**src/rtl/adder_pkg.sv**
```systemverilog
// Shared constants for the pipelined 4-input adder and its receive-side drain.
package adder_pkg;

    localparam int ADDER_LAT   = 2;
    localparam int ADDER_DSIZE = 64;
    localparam int DRAIN_DEPTH = 4;

endpackage

```
**src/rtl/adder_sum_drain_sum_fifo.sv**
```systemverilog
// Single-clock result FIFO; head is read combinationally from the storage array.
module sum_fifo #(
    parameter int DSIZE = 64,
    parameter int DEPTH = 4,
    localparam int AW   = $clog2(DEPTH)
) (
    input  logic             clk,
    input  logic             rst,
    input  logic             push,
    input  logic             pop,
    input  logic [DSIZE-1:0] wr_data,
    output logic [DSIZE-1:0] head,
    output logic [AW:0]      level,
    output logic             empty,
    output logic             full
);

    logic [DSIZE-1:0] mem_q [DEPTH];
    logic [AW-1:0]    wr_ptr_q, wr_ptr_d;
    logic [AW-1:0]    rd_ptr_q, rd_ptr_d;
    logic [AW:0]      level_q, level_d;
    logic             do_push, do_pop;

    assign empty = (level_q == '0);
    assign full  = (level_q == (AW+1)'(DEPTH));
    assign level = level_q;
    assign head  = mem_q[rd_ptr_q];

    // A push into a full FIFO is only honoured when the head leaves in the same cycle.
    assign do_push = push && (!full || pop);
    assign do_pop  = pop && !empty;

    always_comb begin
        wr_ptr_d = wr_ptr_q + AW'(do_push);
        rd_ptr_d = rd_ptr_q + AW'(do_pop);
        level_d  = level_q + (AW+1)'(do_push) - (AW+1)'(do_pop);
    end

    always_ff @(posedge clk or posedge rst) begin
        if (rst) begin
            wr_ptr_q <= '0;
            rd_ptr_q <= '0;
            level_q  <= '0;
        end else begin
            wr_ptr_q <= wr_ptr_d;
            rd_ptr_q <= rd_ptr_d;
            level_q  <= level_d;
        end
    end

    always_ff @(posedge clk) begin
        if (do_push) begin
            mem_q[wr_ptr_q] <= wr_data;
        end
    end

endmodule

```
**src/rtl/adder_sum_drain.sv**
```systemverilog
// Receive end of the fixed-latency adder: credit-gated issue, latency tracking,
// result capture and a valid/ready drain port.
module adder_sum_drain
    import adder_pkg::*;
#(
    parameter int DSIZE = ADDER_DSIZE,
    parameter int LAT   = ADDER_LAT,
    parameter int DEPTH = DRAIN_DEPTH,
    localparam int LW   = $clog2(DEPTH) + 1
) (
    input  logic             clk,
    input  logic             rst,
    input  logic             issue_valid,
    output logic             issue_ready,
    input  logic [DSIZE-1:0] sum,
    output logic             out_valid,
    input  logic             out_ready,
    output logic [DSIZE-1:0] out_data,
    output logic [LW-1:0]    level,
    output logic             proto_err
);

    logic [LW-1:0]  credit_q, credit_d;
    logic [LAT-1:0] vld_q, vld_d;
    logic           proto_err_q, proto_err_d;
    logic           acc, pop, push;
    logic           fifo_empty, fifo_full;

    assign issue_ready = (credit_q != '0);
    assign out_valid   = !fifo_empty;
    assign proto_err   = proto_err_q;

    assign acc  = issue_valid && issue_ready;
    assign pop  = out_valid && out_ready;
    assign push = vld_q[LAT-1];

    // Credit tracks free FIFO slots not yet claimed by a beat still in the adder.
    always_comb begin
        credit_d    = credit_q - LW'(acc) + LW'(pop);
        vld_d       = vld_q << 1;
        vld_d[0]    = acc;
        proto_err_d = proto_err_q || (issue_valid && !issue_ready);
    end

    always_ff @(posedge clk or posedge rst) begin
        if (rst) begin
            credit_q    <= LW'(DEPTH);
            vld_q       <= '0;
            proto_err_q <= 1'b0;
        end else begin
            credit_q    <= credit_d;
            vld_q       <= vld_d;
            proto_err_q <= proto_err_d;
        end
    end

    sum_fifo #(
        .DSIZE (DSIZE),
        .DEPTH (DEPTH)
    ) u_sum_fifo (
        .clk     (clk),
        .rst     (rst),
        .push    (push),
        .pop     (pop),
        .wr_data (sum),
        .head    (out_data),
        .level   (level),
        .empty   (fifo_empty),
        .full    (fifo_full)
    );

    // The credit scheme must make an unpaired push into a full FIFO impossible.
    always @(posedge clk) begin
        if (!rst) begin
            assert (!(push && fifo_full && !pop));
        end
    end

endmodule
```
**config.mk**
```make
export PLATFORM = sky130hd
export DESIGN_NAME = adder_sum_drain
export DESIGN_NICKNAME = d
export VERILOG_FILES = /design/src/rtl/adder_pkg.sv /design/src/rtl/adder_sum_drain_sum_fifo.sv /design/src/rtl/adder_sum_drain.sv
export SDC_FILE = /design/constraint.sdc
export NUM_CORES = 1
export LEC_CHECK = 0
export CAP_MARGIN = 20
export CORE_MARGIN = 1
export CORE_UTILIZATION = 54
export DETAILED_ROUTE_END_ITERATION = 6
export PLACE_DENSITY = 0.9
export SLEW_MARGIN = 20
export SYNTH_ARGS = -nofsm -noshare
export SYNTH_HDL_FRONTEND = slang
export SYNTH_SLANG_ARGS = --single-unit
```
**constraint.sdc**
```tcl
create_clock -name clk -period 11.48 [get_ports clk]
set_clock_uncertainty 0.2 [all_clocks]
set_input_delay 2.296 -clock clk [delete_from_list [all_inputs] [get_ports clk]]
set_output_delay 2.296 -clock clk [all_outputs]
set_load 0.005 [all_outputs]
```
=== Yosys cells after proc, flatten, opt, wreduce, memory -nomap -nowiden ===
Memory sizes are Yosys's and may differ from the RTL's.
Cells that the tools add are included.

* Register bits: 13
* RAM bits: 256
* Bits of input ports: 68
* Output and inout bits: 70
* Word-level logic and storage cells: 28
* Memories: 1

* Add/sub/neg operators: 6
* Eq/ne operators: 1
* Muxes and demuxes: 2
* Reductions and logical operators: 12

{| class="wikitable"
|+ Memory list
! memory !! words !! width !! read ports !! clocked after Yosys merged registers in !! write ports !! line !! source
|-
| u_sum_fifo.mem_q || 4 || 64 || 1 || 0 || 1 || adder_sum_drain_sum_fifo.sv:18 || <nowiki>logic [DSIZE-1:0] mem_q [DEPTH];</nowiki>
|}

{| class="wikitable"
|+ Operator list
! operator !! count
|-
| $add A3 B1 Y3 || 2
|-
| $sub A3 B1 Y3 || 2
|-
| $logic_and A1 B1 Y1 || 5
|-
| $add A2 B1 Y2 || 2
|-
| $eq A3 B3 Y1 const B || 1
|-
| $logic_not A1 Y1 || 3
|-
| $logic_not A3 Y1 || 1
|-
| $reduce_bool A3 Y1 || 1
|-
| $logic_or A1 B1 Y1 || 2
|-
| $mux W1 || 2
|}

=== Depth between registers and ports, before layout ===
Gate-level depths: netlist (run 1).

* Depth after elaboration: 7
* Depth in mapped cells: 9
* Gate-level depth less buffers: 9

=== By module ===
A second synthesis (run 1) with hierarchy kept.

* Cells, all modules: 392
* Area total of the unflattened synthesis: 9909.5 µm²

{| class="wikitable"
|+ By module, submodules not included
! module !! instances !! cells each !! area each (µm²) !! sequential area each (µm²)
|-
| sum_fifo || 1 || 370 || 9635.5 || 7862.5
|-
| adder_sum_drain || 1 || 22 || 274.0 || 151.4
|}

=== Worst setup path after synthesis (run 1) ===
No wires, ideal clock.

* Kind: in2reg
* From: input out_ready
* To: memory u_sum_fifo.mem_q[0][0], enable pin
* Setup time: 0.666 ns
* Arrival time: 8.965 ns
* Required time: 10.614 ns
* Slack: 1.649 ns
* Stages on the path: 2
* Buffers on the path: 0
* Cell sequence: nor4b_1 -> nor4b_1

* Cells in the longest elaborated chain, start to end: 5

{| class="wikitable"
|+ RTL lines
! what !! line !! source
|-
| start, declared || adder_sum_drain.sv:17 || <nowiki>input logic out_ready,</nowiki>
|-
| $logic_and A1 B1 Y1 || adder_sum_drain.sv:34 || <nowiki>assign pop = out_valid && out_ready;</nowiki>
|-
| $logic_or A1 B1 Y1 || adder_sum_drain_sum_fifo.sv:30 || <nowiki>assign do_push = push && (!full || pop);</nowiki>
|-
| $logic_and A1 B1 Y1 || adder_sum_drain_sum_fifo.sv:30 ||
|-
| $mux W1 || adder_sum_drain_sum_fifo.sv:52 || <nowiki>if (do_push) begin</nowiki>
|-
| $mux W1 (implied by the code) || adder_sum_drain_sum_fifo.sv:53 || <nowiki>mem_q[wr_ptr_q] <= wr_data;</nowiki>
|-
| end, declared || adder_sum_drain_sum_fifo.sv:18 ||
|}

No other way between the ends.

=== Final worst setup path (run 1) ===
* From: register u_sum_fifo.rd_ptr_q[0]
* To: output out_data[58]

* Cells in the longest elaborated chain, start to end: 1

{| class="wikitable"
|+ RTL lines
! what !! line !! source
|-
| start, declared || adder_sum_drain_sum_fifo.sv:20 || <nowiki>logic [AW-1:0] rd_ptr_q, rd_ptr_d;</nowiki>
|-
| start signal, assigned || adder_sum_drain_sum_fifo.sv:46 || <nowiki>rd_ptr_q <= rd_ptr_d;</nowiki>
|-
| $mem_v2 Z4 W64 || - ||
|-
| end, declared || adder_sum_drain.sv:18 || <nowiki>output logic [DSIZE-1:0] out_data,</nowiki>
|}

No other way between the ends.

==> metrics.md, run 1 <==
| Metric | Value |
|---|---|
| Status | `finished clean` |
| Seq. cell area | `8020 um2` |
| Setup TNS | `0 ns` |
| Core area | `17900 um2` |
| Drc violations | `0` |
| Top post-synthesis cells by area | `edfxtp_1, mux4_2, dfrtp_1` |
| Cells after Synth | `383` |
| Vias in the first global route | `4868` |
| Adder-cell area share of the yosys netlist | `0.0104` |
| Switch Pwr | `0.824 mW` |
| RSZ-0062 raised after global routing | `false` |
| CP Data Required Time | `8.98 ns` |
| Largest net degree at the start of global routing | `66` |
| Post-CTS setup buffer count | `0` |
| Routability congestion estimate from global placement | `0.709` |
| GR Overflow Total | `0` |
| Synthesis Warnings | `0` |
| Share of the synthesized area in the top cell type | `0.779` |
| Seq pwr share | `0.456` |
| Clock sinks | `269` |
| Htree depth | `1` |
| Multi-input gate area | `1730 um2` |
| Vias | `4482` |
| IO Pins | `138` |
| Min-delay worst type | `register to register` |
| Drt via density | `5.67` |
| Clk pin slew, worst setup/hold paths | `0.06 ns` |
| Area leader, netlist | `edfxtp_1` |
| Max_cap viols | `0` |
| Mux contribution to synthesized area | `0.146` |
| Syn avg cell area | `25.8 um2` |
| DR iter-0 viols | `241` |
| Clk network pwr share | `0.254` |
| Hold Vio Cnt, Final | `0` |
| Num CTS Buffers | `27` |
| Total power | `3.19 mW` |
| ANT nets after route | `0` |
| Post-Route WL | `17.9 mm` |
| Clk_lat worst skew | `0.50 ns` |
| Area Overhead vs Synth | `25.5%` |
| Input/output buffers | `137` |
| TritonCTS clock tree | `yes` |
| Critical path arrival | `3.14 ns` |
| Crit start category | `register` |
| Register bit total from synthesis | `269` |
| Post-Syn Nets | `458` |
| Chip Width | `137 um` |
| Number of core rows | `49` |
| Setup crit end kind | `primary output` |
| Die Ht | `137 um` |
| Cts hold-fix bufs | `0` |
| Sequential fraction of the synthesis area | `0.812` |
| Avg WL per Cell | `22.6 um` |
| P_int | `2.36 mW` |
| Transition time of the tightest slew-check pin | `0.988 ns` |
| Worst slew margin | `0.342` |
| Initial antenna violation count | `1` |
| Final setup violation count | `0` |
| Ant. Diodes | `0` |
| First-pass GRT wire length | `26.9 mm` |
| Post-CTS sizing | `0` |
| Fin crit period | `5.64 ns` |
| Xor/xnor share of the synthesized area | `0.00622` |
| Netlist Area Pre-Place | `9860 um2` |
| Overall routing resource usage | `0.197` |
| Leakage Power | `4.04 nW` |
| Layout cells sized above 1 | `0.200` |
| Max Slew Vio Count | `0` |
| CP max FO | `35` |
| Fin worst setup slack | `5.84 ns` |
| Initial core utilization | `0.551` |
| Pwr dens | `257 nW/um2` |
| Comb pwr share | `0.291` |
| Pre-CTS setup slack | `6.23 ns` |
| Clk buf depth | `3` |
| Pre-Repair DR Iteration Count | `4` |
| Final period util | `0.491` |
| Synth Area in Compound Gates | `0.00241` |
| Largest family of logic cells by synthesized area | `multiplexers` |
| Post-synthesis simple-gate area fraction | `0.00799` |
| Die area | `18800 um2` |
| Layout fillers | `1080` |
| CTS root buf | `clkbuf_16` |
| VDD IR max | `0.000166 V` |
| WS Path Type | `register to primary output` |
| Max Freq | `177 MHz` |
| Net switching fraction of the power | `0.259` |
| Dpl hpwl | `10.6 mm` |
| Final #Nets | `618` |
| Synth unique cells | `22` |
-- cells in the final DEF, fill, tap and decap left out, types with 2 or more instances in the layout --
cell             synthesis  layout
and4bb_4                 0       2
buf_12                   0       2
buf_16                   0       2
buf_4                    2       4
bufinv_16                0       2
clkbuf_1                 1       8
clkbuf_16                0      27
clkdlybuf4s50_1          0     137
clkinv_1                 0       6
clkinv_2                 0       3
dfrtp_1                 12      10
dfrtp_4                  0       2
edfxtp_1               256     256
fa_1                     2       2
ha_1                     5       5
inv_1                   10      10
mux4_2                  64      64
or3_1                    2       2
xnor2_1                  6       6
-- synth_stat cells --
master / n
xor2_1: 1
o311ai_0: 1
edfxtp_1: 256
and2_1: 1
buf_4: 2
fa_1: 2
buf_2: 6
and4b_1: 1
or3_1: 2
xnor2_1: 6
and2b_1: 1
o31ai_1: 1
dfrtp_1: 12
dfstp_2: 1
buf_6: 5
nor4b_1: 2
and4bb_2: 2
mux4_2: 64
inv_1: 10
o21bai_1: 1
clkbuf_1: 1
ha_1: 5
-- power groups by stage --
stage          Sequential [mW]  Combinational [mW]  Clock [mW]
6_report                  1.45               0.926       0.808
5_1_grt                   1.48               0.995       0.858
4_1_cts                   1.46               0.946       0.824
3_5_place_dp              1.48               0.936           0
3_3_place_gp              1.46               0.896           0
2_1_floorplan             1.38               0.540           0
-- registers in the layout, summed over array words and instances (netlist names) --
register / flops
u_sum_fifo.wr_ptr_q: 2
vld_q: 2
proto_err: 1
u_sum_fifo.rd_ptr_q: 2
u_sum_fifo.level: 3
u_sum_fifo.mem_q: 256
credit_q: 3
-- worst paths after layout --
| check | from | to | slack [ns] | depth (start not counted) |
|---|---|---|---|---|
| worst min register to register | vld_q[0] | vld_q[1] | 0.16 | 0 |
| worst max-delay path | u_sum_fifo.rd_ptr_q[0] | out_data[58] | 5.84 | 3 |
| worst min-delay path | vld_q[0] | vld_q[1] | 0.16 | 0 |
| max in group asynchronous | rst | u_sum_fifo.rd_ptr_q[0] | 8.75 | 2 |
| min in group asynchronous | rst | proto_err | 1.94 | 2 |
| worst max register to register | credit_q[0] | credit_q[2] | 8.89 | 8 |
-- per-layer routing --
metal  share of wire  track usage  up-vias
met5         0.00062            0        -
met4           0.014       0.0580        2
met3           0.056       0.0419       25
met2            0.53        0.336      121
met1            0.40        0.256     2382
li1                -            -     1952
-- critical path, stage by stage (launching register included) --
cell             delay, ns
dfrtp_4               0.87
buf_4                 0.66
mux4_2                0.59
clkdlybuf4s50_1       0.49
-- per-stage QoR --
step                hold WS [ns]  area, um2   util  std cells
CTS                        0.164      12400  0.692        790
floorplan                  0.131       9860      -        383
finish                     0.159      12400  0.692        790
detailed placement         0.154      11600  0.646        743
global route               0.179      12400  0.692        790
global placement           0.136      11500  0.641        739
-- final cells by class --
class | count | share of cell area
Clock buffer | 35 | 0.0570
Clock inverter | 12 | 0.00859
Inverter | 10 | 0.00303
Multi-Input combinational cell | 90 | 0.139
Sequential cell | 269 | 0.648
Tap cell | 229 | 0.0231
Timing Repair Buffer | 145 | 0.121
-- cell families after synthesis --
| logic type | Yosys count |
|---|---|
| DFF | 269 |
| muxes | 64 |
| buffers and inverters | 24 |
| and+or+nand+nor | 9 |
| xor gates and xnor gates | 7 |
| adders and majority gates | 7 |
| AOI/OAI and AO/OA | 3 |
(Power assumes the default switching activity.)
==> run 2, diff against run 1 <==
==> constraint.sdc (replaced) <==
create_clock -name clk -period 5.6 [get_ports clk]
set_clock_uncertainty 0.2 [all_clocks]
set_input_delay 1.12 -clock clk [delete_from_list [all_inputs] [get_ports clk]]
set_output_delay 1.12 -clock clk [all_outputs]
set_load 0.005 [all_outputs]
==> run 2 against run 1 <==
Against the previous run:
- count of clock-buffer cells in the layout up 7
- final area down 0.11%
- register-to-register slack worse by 6.0 ns
- utilization down 0.077 points
- sequential share of layout area up 0.072 points
- critical path depth unchanged
- via count down 0.36%
- global-route usage down 0.34 points
- final cell count unchanged
- clock power up 110%
- critical path type unchanged
- largest cell class unchanged
- highest routed layer is now met4
==> metrics.md, run 2 (synthesized netlist as in run 1, its figures left out) <==
| Metric | Value |
|---|---|
| Status | `finished clean` |
| Core area | `17900 um2` |
| Worst slew margin | `0.319` |
| Delay of the slowest critical-path stage | `0.87 ns` |
| DR iter-0 viols | `319` |
| Input/output buffers | `137` |
| Max FFs per register | `256` |
| TritonCTS clock tree | `yes` |
| Fin worst setup slack | `1.39 ns` |
| Die Ht | `137 um` |
| RSZ-0062 raised after global routing | `false` |
| Ant. Diodes | `0` |
| Placed Area | `11500 um2` |
| First-pass GRT wire length | `26.8 mm` |
| Dpl hpwl | `9.86 mm` |
| Post-CTS sizing | `0` |
| Initial core utilization | `0.551` |
| Vias in the first global route | `4960` |
| Transition time of the tightest slew-check pin | `1.01 ns` |
| Top reg by flops | `u_sum_fifo.mem_q` |
| VDD IR max | `0.000443 V` |
| Max Freq | `237 MHz` |
| Vias | `4466` |
| Pre-CTS setup slack | `1.77 ns` |
| Num CTS Buffers | `27` |
| Max_cap viols | `0` |
| Final setup violation count | `0` |
| Initial antenna violation count | `0` |
| Max Slew Vio Count | `0` |
| Number of core rows | `49` |
| Post-CTS setup buffer count | `0` |
| Overall routing resource usage | `0.193` |
| Most common cell after layout, fill and taps aside | `edfxtp_1` |
| Drt via density | `5.65` |
| Setup crit end kind | `primary output` |
| GR Overflow Total | `0` |
| Clk buf depth | `3` |
| Critical path arrival | `2.89 ns` |
| Layout fillers | `1049` |
| Fin crit period | `4.21 ns` |
| Most frequent cells in the layout | `edfxtp_1, clkdlybuf4s50_1, mux4_2` |
| Pre-Repair DR Iteration Count | `6` |
| Die area | `18800 um2` |
| Post-Route WL | `17.3 mm` |
| Clock sinks | `269` |
| Clk pin slew, worst setup/hold paths | `0.06 ns` |
| Area Overhead vs Synth | `25.4%` |
| CP max FO | `35` |
| Pwr dens | `529 nW/um2` |
| Cts hold-fix bufs | `0` |
| WS Path Type | `register to primary output` |
| Drc violations | `0` |
| Util after Layout | `0.691` |
| Min-delay worst type | `register to register` |
| CP max-delay cell | `dfrtp_4` |
| ANT nets after route | `0` |
| CTS root buf | `clkbuf_16` |
| Crit start category | `register` |
| Htree depth | `1` |
| Largest net degree at the start of global routing | `66` |
| Layout cells sized above 1 | `0.205` |
| IO Pins | `138` |
| Hold WS | `0.162 ns` |
| CP Data Required Time | `4.28 ns` |
| Hold Vio Cnt, Final | `0` |
| Setup TNS | `0 ns` |
| Avg WL per Cell | `21.9 um` |
| Final period util | `0.753` |
| Clk_lat worst skew | `0.51 ns` |
| Final #Nets | `616` |
| Chip Width | `137 um` |
| Leakage Power | `4.04 nW` |
| CP Cell Sequence | `buf_4 > mux4_2 > clkdlybuf4s50_1` |
| Routability congestion estimate from global placement | `0.730` |
| Final instance area | `12400 um2` |
run 2: cell count changes in the layout (fill, tap and decap cells not counted), sizes merged:
cell	before	now
bufinv	2	1
inv	10	11
clkinv	10	5
buf	8	6
clkbuf	35	42
run 2: per-layer routing:
layer	share of wire	wire [um]	track usage	up-vias
li1	-	-	-	1952
met1	0.41	7120	0.253	2298
met2	0.50	8610	0.324	181
met3	0.072	1250	0.0444	35
met4	0.020	349	0.0611	0
met5	0	0	0	-
run 2: report_power, final:
| group | switching, mW | internal, mW | total [mW] |
|---|---|---|---|
| registers | 0.299 | 2.68 | 2.98 |
| clock network | 0.696 | 1.00 | 1.70 |
| logic | 0.689 | 1.18 | 1.86 |
run 2: area by class of cell:
type                       count  area, um2  area share
clock buffer                  42        782      0.0632
tap                          229        287      0.0232
sequential                   269       8020       0.649
inverter                      10       37.5     0.00304
timing repair buffer         143       1440       0.117
multi-input combinational     90       1730       0.140
clock inverter                 7       62.6     0.00506
run 2: path summary, 6_finish.rpt:
path / slack (ns) / cells past startpoint / endpoint / from
worst max-delay path: 1.39 / 3 / out_data[26] / u_sum_fifo.rd_ptr_q[0]
worst min-delay path: 0.16 / 0 / vld_q[1] / vld_q[0]
worst max register to register: 2.88 / 3 / u_sum_fifo.mem_q[1][28] / u_sum_fifo.level[1]
worst min register to register: 0.16 / 0 / vld_q[1] / vld_q[0]
max in group asynchronous: 4.07 / 2 / u_sum_fifo.rd_ptr_q[0] / rst
min in group asynchronous: 0.74 / 2 / proto_err / rst
run 2: worst max-delay path, delay by kind of cell, from the launching register on:
family | cells | cell delay [ns]
buf+inv | 2 | 0.91
flops | 1 | 0.87
mux | 1 | 0.57
run 2: per-stage QoR:
stage / cells / total power [mW]
final: 790 / 6.54
after global routing: 790 / 6.87
after CTS: 788 / 6.61
after detailed placement: 739 / 4.90
after global placement: 739 / 4.83
after floorplan: 383 / 3.92
==> run 3, diff against run 2 <==
==> constraint.sdc (replaced) <==
create_clock -name clk -period 4.3 [get_ports clk]
set_clock_uncertainty 0.2 [all_clocks]
set_input_delay 0.86 -clock clk [delete_from_list [all_inputs] [get_ports clk]]
set_output_delay 0.86 -clock clk [all_outputs]
set_load 0.005 [all_outputs]
==> run 3 against run 2 <==
Against the previous run:
- sequential power grew 29%
- setup slack got worse by 0.83 ns
- clock power grew 36%
- worst hold slack improved by 0.010 ns
- combinational power is 34% higher
- sequential share of layout area down 0.42 points
- global-route usage shrank 0.57 points
- first-iteration DRC count decreased by 29%
- utilization up 0.45 points
- non-clock buffer count increased by 1
- critical path type unchanged
- sequential cell count is the same
- critical path depth unchanged
==> metrics.md, run 3 (synthesized netlist as in run 1, its figures left out) <==
| Metric | Value |
|---|---|
| Post-CTS setup buffer count | `0` |
| Largest net degree at the start of global routing | `66` |
| Clk pin slew, worst setup/hold paths | `0.06 ns` |
| Dpl hpwl | `10.3 mm` |
| Chip Width | `137 um` |
| Pwr dens | `695 nW/um2` |
| Net switching fraction of the power | `0.256` |
| Pre-Repair DR Iteration Count | `4` |
| Clk network pwr share | `0.267` |
| Final instance area | `12400 um2` |
| Layout fillers | `1075` |
| Ant. Diodes | `0` |
| ANT nets after route | `0` |
| Initial core utilization | `0.551` |
| P_int | `6.44 mW` |
| Avg WL per Cell | `22.0 um` |
| First-pass GRT wire length | `25.8 mm` |
| Cts hold-fix bufs | `0` |
| Number of core rows | `49` |
| Post-Route WL | `17.4 mm` |
| Most frequent cells in the layout | `edfxtp_1, clkdlybuf4s50_1, mux4_2` |
| Max_cap viols | `0` |
| Core area | `17900 um2` |
| Clk buf depth | `3` |
| Worst slew margin | `0.274` |
| TritonCTS clock tree | `yes` |
| Max FFs per register | `256` |
| Min-delay worst type | `register to register` |
| Vias | `4469` |
| Drc violations | `0` |
| Htree depth | `1` |
| Final setup violation count | `0` |
| Final period util | `0.871` |
| Crit start category | `register` |
| Post-CTS sizing | `0` |
| Placed Area | `11500 um2` |
| Input/output buffers | `137` |
| Multi-input gate area | `1730 um2` |
| Seq pwr share | `0.444` |
| WS Path Type | `register to primary output` |
| Max Slew Vio Count | `0` |
| Routability congestion estimate from global placement | `0.699` |
| Layout cells sized above 1 | `0.208` |
| RSZ-0062 raised after global routing | `false` |
| Clock sinks | `269` |
| VDD IR max | `0.000555 V` |
| IO Pins | `138` |
| Top reg by flops | `u_sum_fifo.mem_q` |
| Hold Vio Cnt, Final | `0` |
| CP max FO | `21` |
| Vias in the first global route | `4629` |
| Transition time of the tightest slew-check pin | `1.07 ns` |
| Initial antenna violation count | `1` |
| Status | `finished clean` |
| Max Freq | `267 MHz` |
| CTS root buf | `clkbuf_16` |
| Most common cell after layout, fill and taps aside | `edfxtp_1` |
| Clk_lat worst skew | `0.51 ns` |
| Setup crit end kind | `primary output` |
| DR iter-0 viols | `226` |
| Leakage Power | `4.07 nW` |
| Die area | `18800 um2` |
| CP Data Required Time | `3.24 ns` |
| Overall routing resource usage | `0.188` |
| Area Overhead vs Synth | `26.2%` |
| Drt via density | `5.64` |
| Num CTS Buffers | `27` |
| Seq. cell area | `8020 um2` |
| Setup TNS | `0 ns` |
| Final #Nets | `617` |
| Fin crit period | `3.75 ns` |
| Switch Pwr | `2.21 mW` |
| GR Overflow Total | `0` |
| Die Ht | `137 um` |
| Critical path arrival | `2.69 ns` |
| Comb pwr share | `0.289` |
run 3: cell count changes in the layout (fill, tap and decap cells not counted):
cell / previous run / this run
bufinv_16: 1 / 4
clkinvlp_4: 0 / 1
buf_12: 2 / 4
clkbuf_1: 10 / 3
clkinv_4: 0 / 1
buf_4: 4 / 3
clkbuf_8: 5 / 0
clkinv_1: 1 / 8
inv_8: 0 / 1
run 3: power by group through the flow:
stage	registers, mW	clock network (mW)	logic, mW
finish	3.84	2.31	2.50
global route	3.90	2.46	2.68
CTS	3.87	2.35	2.52
detailed placement	3.92	0	2.50
global placement	3.86	0	2.44
floorplan	3.66	0	1.45
run 3: final timing paths:
kind	to	cells past startpoint	start	slack, ns
hold / removal	vld_q[1]	0	vld_q[0]	0.17
setup / recovery	out_data[33]	3	u_sum_fifo.rd_ptr_q[0]	0.55
min in group asynchronous	u_sum_fifo.level[0]	2	rst	0.47
max in group asynchronous	u_sum_fifo.rd_ptr_q[0]	2	rst	3.05
setup reg to reg	u_sum_fifo.level[1]	6	u_sum_fifo.level[0]	1.60
hold reg to reg	vld_q[1]	0	vld_q[0]	0.17
run 3: through the flow:
stage	setup WS [ns]	util	cells	hold slack (ns)	power, mW
6_report	0.555	0.695	792	0.172	8.65
5_1_grt	0.373	0.695	792	0.172	9.04
4_1_cts	0.459	0.692	789	0.167	8.74
3_5_place_dp	0.845	0.642	739	0.162	6.42
3_3_place_gp	1.01	0.642	739	0.137	6.30
2_1_floorplan	0.615	-	383	0.131	5.11
run 3: layout make-up:
type,count,share of cell area
Clock inverter,20,0.0166
Sequential cell,269,0.644
Multi-Input combinational cell,90,0.139
Timing Repair Buffer,144,0.118
Tap cell,229,0.0230
Inverter,10,0.00302
Clock buffer,30,0.0552
run 3: layer usage:
layer	wire length (um)	vias up	part of all wire	global-route usage
met5	13	-	0.00075	0
met4	240	2	0.014	0.0470
met2	9230	167	0.53	0.329
met3	1050	28	0.061	0.0348
li1	-	1948	-	-
met1	6890	2324	0.40	0.244
run 3: worst max-delay path, stage by stage (launching register included):
cell	delay [ns]
dfrtp_4	0.70
buf_4	0.43
mux4_2	0.57
clkdlybuf4s50_1	0.46
